==> src/rtl/sr_pkg.sv <==
// sr_pkg: shared debounce state encoding and default timing constants
package sr_pkg;
    typedef enum logic [1:0] {
        IDLE   = 2'd0,
        CHK_HI = 2'd1,
        HIGH   = 2'd2,
        CHK_LO = 2'd3
    } deb_state_t;
    localparam int DEB_CYCLES_DEF = 4;
    localparam int CNT_W_DEF = 3;
endpackage

==> src/rtl/btn_debounce.sv <==
// btn_debounce: two-flop synchroniser plus debounce FSM yielding a clean level and a rise pulse
module btn_debounce
    import sr_pkg::*;
#(
    parameter int DEB_CYCLES = DEB_CYCLES_DEF,
    parameter int CNT_W = CNT_W_DEF
) (
    input  logic clk,
    input  logic rst,
    input  logic btn,
    output logic deb,
    output logic rise
);
    localparam logic [CNT_W-1:0] LAST = CNT_W'(DEB_CYCLES - 1);
    logic s1, s2, rise_n;
    deb_state_t state, state_n;
    logic [CNT_W-1:0] cnt, cnt_n;
    always_ff @(posedge clk or negedge rst) begin
        if (!rst) begin
            s1 <= 1'b0;
            s2 <= 1'b0;
            state <= IDLE;
            cnt <= '0;
            rise <= 1'b0;
        end else begin
            s1 <= btn;
            s2 <= s1;
            state <= state_n;
            cnt <= cnt_n;
            rise <= rise_n;
        end
    end
    always_comb begin
        state_n = state;
        cnt_n = cnt;
        rise_n = 1'b0;
        case (state)
            IDLE: if (s2) begin
                state_n = CHK_HI;
                cnt_n = CNT_W'(1);
            end
            CHK_HI: if (!s2) begin
                state_n = IDLE;
                cnt_n = '0;
            end else if (cnt == LAST) begin
                state_n = HIGH;
                cnt_n = '0;
                rise_n = 1'b1;
            end else cnt_n = cnt + CNT_W'(1);
            HIGH: if (!s2) begin
                state_n = CHK_LO;
                cnt_n = CNT_W'(1);
            end
            CHK_LO: if (s2) begin
                state_n = HIGH;
                cnt_n = '0;
            end else if (cnt == LAST) begin
                state_n = IDLE;
                cnt_n = '0;
            end else cnt_n = cnt + CNT_W'(1);
            default: state_n = IDLE;
        endcase
    end
    assign deb = (state == HIGH) || (state == CHK_LO);
endmodule

==> src/rtl/sr_cmd_gen.sv <==
// sr_cmd_gen: debounced, arbitrated S/R command generator that never emits S=R=1
module sr_cmd_gen
    import sr_pkg::*;
#(
    parameter int DEB_CYCLES = DEB_CYCLES_DEF,
    parameter int CNT_W = CNT_W_DEF,
    parameter int PRIO_SET = 0,
    parameter int PULSE = 1
) (
    input  logic clk,
    input  logic rst,
    input  logic set_btn,
    input  logic clr_btn,
    output logic S,
    output logic R,
    output logic conflict
);
    localparam logic PS = PRIO_SET != 0;
    logic set_deb, set_rise, clr_deb, clr_rise, set_req, clr_req;
    btn_debounce #(.DEB_CYCLES(DEB_CYCLES), .CNT_W(CNT_W)) u_set (
        .clk(clk), .rst(rst), .btn(set_btn), .deb(set_deb), .rise(set_rise)
    );
    btn_debounce #(.DEB_CYCLES(DEB_CYCLES), .CNT_W(CNT_W)) u_clr (
        .clk(clk), .rst(rst), .btn(clr_btn), .deb(clr_deb), .rise(clr_rise)
    );
    assign set_req = (PULSE != 0) ? set_rise : set_deb;
    assign clr_req = (PULSE != 0) ? clr_rise : clr_deb;
    always_ff @(posedge clk or negedge rst) begin
        if (!rst) begin
            S <= 1'b0;
            R <= 1'b0;
            conflict <= 1'b0;
        end else begin
            S <= set_req & (~clr_req | PS);
            R <= clr_req & (~set_req | ~PS);
            conflict <= set_req & clr_req;
        end
    end
endmodule

==> config.mk <==
export PLATFORM = sky130hd
export DESIGN_NAME = sr_cmd_gen
export DESIGN_NICKNAME = d
export VERILOG_FILES = /design/src/rtl/sr_pkg.sv /design/src/rtl/btn_debounce.sv /design/src/rtl/sr_cmd_gen.sv
export SDC_FILE = /design/constraint.sdc
export NUM_CORES = 1
export LEC_CHECK = 0
export ABC_AREA = 0
export ABC_CLOCK_PERIOD_IN_PS = 1400
export BUFFER_PORTS_ARGS = -buffer_cell sky130_fd_sc_hd__buf_2
export CORE_MARGIN = 4
export CORE_UTILIZATION = 54
export DETAILED_ROUTE_END_ITERATION = 8
export MAX_ROUTING_LAYER = met4
export PLACE_DENSITY_LB_ADDON = 0.08
export SYNTH_ARGS = -nofsm -noshare
export SYNTH_HDL_FRONTEND = slang
export SYNTH_SLANG_ARGS = --single-unit
==> constraint.sdc <==
create_clock -name clk -period 1.4 [get_ports clk]
set_input_delay 0.28 -clock clk [delete_from_list [all_inputs] [get_ports clk]]
set_output_delay 0.28 -clock clk [all_outputs]
set_load 0.03 [all_outputs]
==> results.md, run 1 <==
* Status: complete, no violations
* Routed Antenna Nets at 0
* Startpoint Class: register
* Count of final setup violators at 0
* Synthesized instance count at 53
* Dominant synthesized flop cell: dfrtp_1
* Kind of critical path: register to register
* Worst-path clk slew at 100 ps
* HPWL Detailed at between 600 and 700 µm
* Reg area at 475 µm²
* Area leader, netlist: dfrtp_1
* Vias in the first global route at 418
* Distinct cell type count of the synthesized netlist at 23
* Post-synth top area share at 64.7%
* Tmin final at 1300 ps
* Clock Root Buffer: clkbuf_4
* FF+latch count, synth at 19
* Leakage at between 0.3 and 0.4 nW
* 1st-iter DRT viols at 8
* Min-Delay Path Class: input pin to register
* Port Buf Inserts at 6
* Pins Over Slew Limit at 0
* Clock Path Buffers at 2
* Ranking of synthesized cells by area: dfrtp_1 65%, ha_1 3.4%, o21a_1 3.1%
* Worst Path Arrival at 1480 ps
* Die height at ~45 µm
* Post-synth EDFFs at 0
* Post-CTS Setup Repair Bufs at 0
* Clock Latency Late Sink at approximately 280 ps
* # nets final at 71
* I/O pin total at 7
* Via count at 403
* Detailed Routing Iterations Pass 1 at 2
* Post-synth top cells: 19 x dfrtp_1, 4 x nand2_1, 3 x nor2_1, 3 x o21a_1, 3 x o21ai_0
* Largest net degree at the start of global routing at 20
* CTS buffer count at 3
* Power per cell area at 1740 nW/µm²
* Core area at 1280 µm²
* Clock tree sinks at 19
* Max_slew headroom at 73.9%
* Clk_skew at 3.59 ps
* Die area at 2010 µm²
* Layout cell share with drive strength beyond 1 at 21.9%
* Synthesized area per cell at between 10 and 15 µm²
* MaxCap Viol Count at 0
* Data required time of the critical path at 1580 ps
* Die X at roughly 45 µm
* Register area share after synthesis at 64.7%
* Multi-input gate area at around 260 µm²
* WL/cell at approximately 12 µm
* Vias per cell at a little over 5
* Worst Setup End Kind: register
* H-tree depth at 1
* WL final at 944 µm
* Area grow syn2layout at 11.6%
* Rows at 13
* Post-synthesis async set-or-reset flop share at 100%
* Gr ovfl total at 0
* Hold slack at 96.7 ps
* Antenna violations before repair at 0
* Starting density of the core at about 57%
* # diodes at 0
* DRC at 0
* Post-synth net total at 59
* Placer Congestion at 0.761
* RSZ-0062 raised after global routing: false
* Post-Route Setup TNS at 0 ps
* CTS tree: done
* Crit share post-route at 92.7%
* Most numerous cell in the Yosys netlist: dfrtp_1
* Worst slew pin tran at 391 ps
* Total global-route track usage at 12.8%
* Final hold vios at 0
* Worst ir drop on vdd at 0.966 mV
* Crit path max fanout at 3
* First-pass GRT wire length at 1.78 mm
* Fillers at between 90 and 100
* Synth Cell Area at 734 µm²
* Max Fclk at just under 800 MHz
* Yosys warns at 0
-- cell type report --
type                       instances  share of cell area (%)
clock buffer                       4                    3.21
multi-input combinational         34                    31.6
sequential                        19                    58.0
tap                               15                    2.29
timing repair buffer               7                    4.89
-- per-layer routing --
layer	wire, µm	GRT usage (%)
met5	0	-
met4	11	7.02
met3	47	4.78
met2	412	16.9
met1	472	17.1
-- path summary, 6_finish.rpt --
path / end / depth (start not counted) / slack (ps) / from
setup reg to reg: register / 4 / 100 / u_set.cnt[0]$_DFFE_PN0P_
hold reg to reg: u_set.s2$_DFF_PN0_ / 0 / 360 / u_set.s1$_DFF_PN0_
min in group asynchronous: u_set.rise$_DFF_PN0_ / 2 / 440 / rst
max in group asynchronous: u_set.cnt[0]$_DFFE_PN0P_ / 2 / 680 / rst
setup / recovery: register / 4 / 100 / u_set.cnt[0]$_DFFE_PN0P_
hold / removal: u_set.s1$_DFF_PN0_ / 1 / 100 / set_btn
-- worst max-delay path, cell delays in order (launching register included) --
cell	delay, ps
dfrtp_1	400
ha_1	210
nor2b_2	160
nand2_1	100
mux2_1	320
-- power breakdown --
| group | switching (W) | leakage [nW] | internal (W) |
|---|---|---|---|
| sequential | 0.000114 | 0.241 | 0.000668 |
| combinational | 0.000177 | 0.140 | 0.000206 |
| clock | 0.000147 | 0.0150 | 0.000111 |
-- placed cells by master, fill, tap and decap left out --
| cell | instances |
|---|---|
| a21o_1 | 1 |
| a21oi_1 | 1 |
| a22o_1 | 1 |
| and2_1 | 2 |
| buf_2 | 6 |
| clkbuf_1 | 1 |
| clkbuf_4 | 3 |
| dfrtp_1 | 19 |
| dlygate4sd3_1 | 1 |
| ha_1 | 2 |
| mux2_1 | 1 |
| mux2_4 | 1 |
| nand2_1 | 4 |
| nand2b_1 | 1 |
| nand4b_1 | 1 |
| nor2_1 | 3 |
| nor2b_1 | 1 |
| nor2b_2 | 1 |
| nor2b_4 | 1 |
| nor3_1 | 1 |
| nor3b_1 | 2 |
| nor3b_2 | 1 |
| o21a_1 | 3 |
| o21ai_0 | 3 |
| xnor2_1 | 1 |
| xor2_1 | 1 |
| xor2_2 | 1 |
-- through the flow --
stage                     power, W  util, %  setup slack (ps)  std cells  instance area [µm²]
after floorplan            0.00109        -               166         53                  734
after global placement     0.00117     61.0               112         74                  783
after detailed placement   0.00118     61.0               108         74                  783
after CTS                  0.00144     63.8              92.8         79                  820
after global routing       0.00156     63.8              9.63         79                  820
final                      0.00142     63.8               102         79                  820
-- repair_timing --
action | 4_1_cts | 5_1_grt
endpoints found under the hold margin | 19 | 0
resized for setup | 0 | 0
hold buffers | 1 | 0
-- logic make-up (layout without fill, tap and decap cells) --
logic type	count (synthesis)	count (layout)	synth area share (%)
adders and majority gates	2	2	3.41
and+or+nand+nor	18	18	15.7
DFF	19	19	64.7
xor gates and xnor gates	3	3	4.60
AOI/OAI and AO/OA	9	9	8.01
buffers and inverters	0	11	0
muxes	2	2	3.58
Note: power is estimated with default switching activity, not from simulation.
==> inputs of run 2 (changes only) <==
Settings changed: CORE_AREA from default to 4 4 41 43, CORE_MARGIN 4 to default, CORE_UTILIZATION 54 to default, CTS_BUF_LIST from default to sky130_fd_sc_hd__clkbuf_8, DIE_AREA from default to 0 0 45 47.
==> results.md, run 2 (synthesis results as in run 1) <==
* Status: complete, no violations
* Count of final setup violators at 0 (unchanged)
* Post-CTS Setup Repair Bufs at 0 (unchanged)
* Worst ir drop on vdd at 0.938 mV (-2.9%)
* Final instance area at 838 µm² (+2.3%)
* Port Buf Inserts at 6 (unchanged)
* Clock Root Buffer: clkbuf_8
* Placer Congestion at 0.753 (-1.1%)
* Hold slack at 135 ps (+38.6 ps)
* P_sw at 0.000455 W (+3.7%)
* Startpoint Class: register
* DRC at 0 (unchanged)
* CP startpoint: u_set.cnt[0]$_DFFE_PN0P_
* First-pass GRT wire length at 1.61 mm (-9.7%)
* WL final at 954 µm (+1.1%)
* RSZ-0062 raised after global routing: false
* Worst R2R Start: u_set.cnt[0]$_DFFE_PN0P_
* Crit path max fanout at 3 (unchanged)
* Area grow syn2layout at 14.1%
* Kind of critical path: register to register
* Vias per cell at 4.82 (-5.5%)
* Cell Area, Placed at 783 µm² (unchanged)
* Antenna violations before repair at 0 (unchanged)
* Max_slew headroom at 73.0% (-0.90 points)
* # diodes at 0 (unchanged)
* Final Power at 0.00153 W (+7.1%)
* Slowest library cell on the worst path: dfrtp_1
* Min-Delay Path Class: input pin to register
* Largest net degree at the start of global routing at 20 (unchanged)
* Pins Over Slew Limit at 0 (unchanged)
* Hold-fix buffers at CTS at 1 (unchanged)
* Total global-route track usage at 11.3% (-1.6 points)
* Power per cell area at 1820 nW/µm² (+4.7%)
* Most common cell after layout, fill and taps aside: dfrtp_1
* Worst slew pin tran at 404 ps (+13.4 ps)
* Crit share post-route at 92.3% (-0.45 points)
* Worst hold start: clr_btn
* 1st-iter DRT viols at 1 (-7)
* Leakage at 0.408 nW (+3.0%)
* MaxCap Viol Count at 0 (unchanged)
* Commonest non-fill, non-tap cells in the layout: 19 x dfrtp_1, 6 x buf_2, 4 x nand2_1
* Routed Antenna Nets at 0 (unchanged)
* Layout Utilization at 64.4% (+0.65 points)
* Clock tree sinks at 19 (unchanged)
* Die area at 2120 µm² (+5.0%)
* Final hold vios at 0 (unchanged)
* Die X at 45 µm (+0.27%)
* Post-CTS Resized at 0 (unchanged)
* WL/cell at 12.1 µm (+1.1%)
* HPWL Detailed at 703 µm (+0.56%)
* Worst Path Arrival at 1420 ps (-60 ps)
* Tmin final at 1290 ps (-6.35 ps)
* Rows at 13 (unchanged)
* Layout cell share with drive strength beyond 1 at 21.9% (unchanged)
* CTS buffer count at 3 (unchanged)
* Vias in the first global route at 395 (-5.5%)
* Post-Route Setup TNS at 0 ps (unchanged)
* CP Buf/Inv Count at 0 (unchanged)
* Starting density of the core at 56.4% (-0.71 points)
* Clk_skew at 0.863 ps (-2.72 ps)
* Max incr delay on CP at 390 ps (about the same)
* Clock Latency Late Sink at 250 ps (-30 ps)
* Crit path cell chain: ha_1, nor2b_2, nand2_1, mux2_1
* Detailed Routing Iterations Pass 1 at 4 (+2)
* # nets final at 71 (unchanged)
* Worst Setup End Kind: register
* Clock power share at 23.2% (+5.1 points)
* Die height at 47 µm (+4.7%)
* Max Fclk at 774 MHz (+0.49%)
* Core area at 1300 µm² (+1.3%)
* Switching share of power at 29.8% (-0.98 points)
* Internal power at 0.00107 W (+8.6%)
* Clock Path Buffers at 2 (unchanged)
* Worst-path clk slew at 60 ps (-40 ps)
* H-tree depth at 1 (unchanged)
* Sequential share of power at 51.8% (-3.2 points)
* Data required time of the critical path at 1530 ps (-50 ps)
* Combinational Power Share at 25.0% (-2.0 points)
* Gr ovfl total at 0 (unchanged)
* I/O pin total at 7 (unchanged)
* Critical path's top delay family: flip-flops
* CTS tree: done
* Via count at 381 (-5.5%)
run 2: changes by cell type in the layout (fill, tap and decap cells not counted), sizes merged:
cell / previous run / this run
clkbuf: 4 / 3
inv: 0 / 1
run 2: cell type report:
type                       instances  area [µm²]
sequential                        19         475
timing repair buffer               7        40.0
tap                               15        18.8
fill                              97         463
clock buffer                       3        41.3
clock inverter                     1        3.75
multi-input combinational         34         259
run 2: worst paths after layout:
| kind | end | slack [ps] | cells past startpoint |
|---|---|---|---|
| worst min register to register | u_set.s2$_DFF_PN0_ | 350 | 0 |
| max in group asynchronous | conflict$_DFF_PN0_ | 630 | 2 |
| min in group asynchronous | u_clr.cnt[0]$_DFFE_PN0P_ | 490 | 2 |
| worst min-delay path | u_clr.s1$_DFF_PN0_ | 140 | 1 |
| worst max register to register | register | 110 | 4 |
| worst max-delay path | register | 110 | 4 |
run 2: power groups by stage:
| stage | Clock (W) | Sequential [W] | Combinational (W) |
|---|---|---|---|
| floorplan | 0 | 0.000777 | 0.000312 |
| global placement | 0 | 0.000794 | 0.000373 |
| detailed placement | 0 | 0.000800 | 0.000384 |
| CTS | 0.000366 | 0.000790 | 0.000386 |
| global route | 0.000390 | 0.000806 | 0.000435 |
| finish | 0.000353 | 0.000790 | 0.000382 |
run 2: layer usage:
metal,vias to the layer above,GRT usage (%),wire (µm)
met3,0,3.83,45
met1,174,13.6,517
li1,200,-,-
met2,7,16.9,391
met5,-,-,0
met4,0,5.26,0
run 2: through the flow:
step                      std cells  worst slack [ps]
after global routing             79              47.9
after floorplan                  53               166
after CTS                        79               103
after global placement           74               138
after detailed placement         74               113
final                            79               108
==> inputs of run 3 (changes only) <==
Settings changed: SYNTH_HIERARCHICAL from default to 1.
==> results.md, run 3 <==
* Area grow syn2layout at 14.3%
* Commonest non-fill, non-tap cells in the layout: 19 x dfrtp_1, 6 x buf_2, 4 x o21a_1, 4 x o21ai_0
* Leakage at 0.399 nW (-2.2%)
* Clock tree sinks at 19 (unchanged)
* Core area at 1300 µm² (unchanged)
* Final hold vios at 0 (unchanged)
* Clock Root Buffer: clkbuf_8
* Reg2Reg Depth at 4 (unchanged)
* Total global-route track usage at 13.1% (+1.9 points)
* 1st-iter DRT viols at 1 (unchanged)
* Synthesized area per cell at 14.3 µm² (+2.9%)
* H-tree depth at 1 (unchanged)
* Power per cell area at 1800 nW/µm² (-1.3%)
* WL final at 1.01 mm (+5.8%)
* Worst Setup End Kind: register
* Worst hold start: clr_btn
* Layout cell share with drive strength beyond 1 at 27.4% (+5.5 points)
* Worst-path clk slew at 60 ps (about the same)
* Clk_skew at 0.949 ps (+0.0859 ps)
* I/O pin total at 7 (unchanged)
* Vias in the first global route at 461 (+17%)
* Placed Instances at 72 (-2.7%)
* Sequential share of power at 52.5% (+0.7 points)
* Worst Path Arrival at 1450 ps (+30 ps)
* Rows at 13 (unchanged)
* Max_slew headroom at 74.2% (+1.1 points)
* Die area at 2120 µm² (unchanged)
* Post-Route Setup TNS at 0 ps (unchanged)
* Switching share of power at 29.3% (-0.56 points)
* Kind of critical path: register to register
* # diodes at 0 (unchanged)
* Crit share post-route at 94.4% (+2.1 points)
* Combinational Power Share at 24.1% (-0.9 points)
* P_sw at 0.000437 W (-4.0%)
* Crit path max fanout at 3 (unchanged)
* DRC at 0 (unchanged)
* Synth Cell Area at 727 µm² (-1.0%)
* Post-CTS Resized at 0 (unchanged)
* Antenna violations before repair at 0 (unchanged)
* Hold path cells at 1 (unchanged)
* Startpoint Class: register
* Worst ir drop on vdd at 0.956 mV (+2.0%)
* Count of final setup violators at 0 (unchanged)
* Largest net degree at the start of global routing at 20 (unchanged)
* Starting density of the core at 55.9% (-0.58 points)
* Worst hold endpoint: u_clr/s1$_DFF_PN0_
* Tmin final at 1320 ps (+29.3 ps)
* Vias per cell at 5.14 (+6.6%)
* Status: complete, no violations
* Port Buf Inserts at 6 (unchanged)
* Pins Over Slew Limit at 0 (unchanged)
* Internal reg-to-reg setup slack at 80 ps (-30 ps)
* Routed Antenna Nets at 0 (unchanged)
* Die X at 45 µm (unchanged)
* CTS buffer count at 3 (unchanged)
* WL/cell at 13.1 µm (+8.5%)
* HPWL Detailed at 776 µm (+10%)
* Placer Congestion at 0.707 (-6.1%)
* Clock Path Buffers at 2 (unchanged)
* Hold slack at 137 ps (+1.31 ps)
* # nets final at 69 (-2.8%)
* Die height at 47 µm (unchanged)
* MaxCap Viol Count at 0 (unchanged)
* Worst R2R Start: u_set/cnt[0]$_DFFE_PN0P_
* RSZ-0062 raised after global routing: false
* CTS tree: done
* Max Fclk at 757 MHz (-2.2%)
* Clock Latency Late Sink at 240 ps (about the same)
* Post-synth net total at 57 (-3.4%)
* Data required time of the critical path at 1530 ps (about the same)
* Clock power share at 23.4% (+0.2 points)
* Final Instance Count excl. Fillers at 77 (-2.5%)
* First-pass GRT wire length at 1.88 mm (+17%)
* Worst slew pin tran at 388 ps (-16.7 ps)
* Detailed Routing Iterations Pass 1 at 2 (-2)
* Most common cell after layout, fill and taps aside: dfrtp_1
* Min-Delay Path Class: input pin to register
* Synthesized instance count at 51 (-3.8%)
* Gr ovfl total at 0 (unchanged)
* Internal power at 0.00106 W (-1.4%)
* Yosys warns at 6 (+6)
* Via count at 396 (+3.9%)
==> run 3: cell count changes in the layout (fill, tap and decap cells not counted), moves of 2 or more <==
cell     delta
and2_1      -2
and2_2      +3
and3b_1     +2
mux2_2      +2
nand2_1     -2
==> run 3: layout make-up <==
| cell class | count | area, µm² |
|---|---|---|
| multi-input combinational | 32 | 251 |
| fill | 97 | 470 |
| sequential | 19 | 475 |
| clock inverter | 1 | 3.75 |
| tap | 15 | 18.8 |
| clock buffer | 3 | 41.3 |
| timing repair buffer | 7 | 40.0 |
==> run 3: per-layer routing <==
layer	global-route usage, %	share of wire, %	vias up
li1	-	-	193
met1	13.7	42	194
met2	22.6	51	7
met3	3.45	5.6	2
met4	7.02	0.59	0
met5	-	0	-
==> run 3: what timing repair did <==
item / CTS / global route
hold buffers: 1 / 0
endpoints found under the hold margin: 19 / 0
setup buffers: 0 / 0
==> run 3: worst max path at each step <==
stage,startpoint,slack [ps],cells after the start,to
2_1_floorplan,u_clr/cnt[0]$_DFFE_PN0P_,170,4,register
3_3_place_gp,u_set/cnt[0]$_DFFE_PN0P_,130,4,register
3_5_place_dp,u_set/cnt[0]$_DFFE_PN0P_,80,4,register
4_1_cts,u_set/cnt[0]$_DFFE_PN0P_,70,4,register
5_1_grt,u_set/cnt[0]$_DFFE_PN0P_,2,4,register
6_report,u_set/cnt[0]$_DFFE_PN0P_,80,4,register
==> run 3: worst max-delay path: stages (launching register included) <==
cell and delay (ps):
dfrtp_1 400, ha_1 210, nor2b_1 160, nand2_1 110, mux2_2 330
==> run 3: per-stage QoR <==
stage | worst slack, ps | cell area (µm²) | power, W | utilization, %
after detailed placement | 83.1 | 776 | 0.00115 | 59.6
after global routing | 2.46 | 831 | 0.00159 | 63.8
after global placement | 130 | 776 | 0.00110 | 59.6
final | 79.0 | 831 | 0.00149 | 63.8
after CTS | 71.5 | 831 | 0.00151 | 63.8
after floorplan | 172 | 727 | 0.00105 | -
==> run 3: power by group through the flow <==
stage	clock (W)	combinational (W)	sequential (W)
finish	0.000348	0.000360	0.000783
global route	0.000390	0.000404	0.000800
CTS	0.000363	0.000364	0.000784
detailed placement	0	0.000358	0.000795
global placement	0	0.000322	0.000775
floorplan	0	0.000278	0.000773
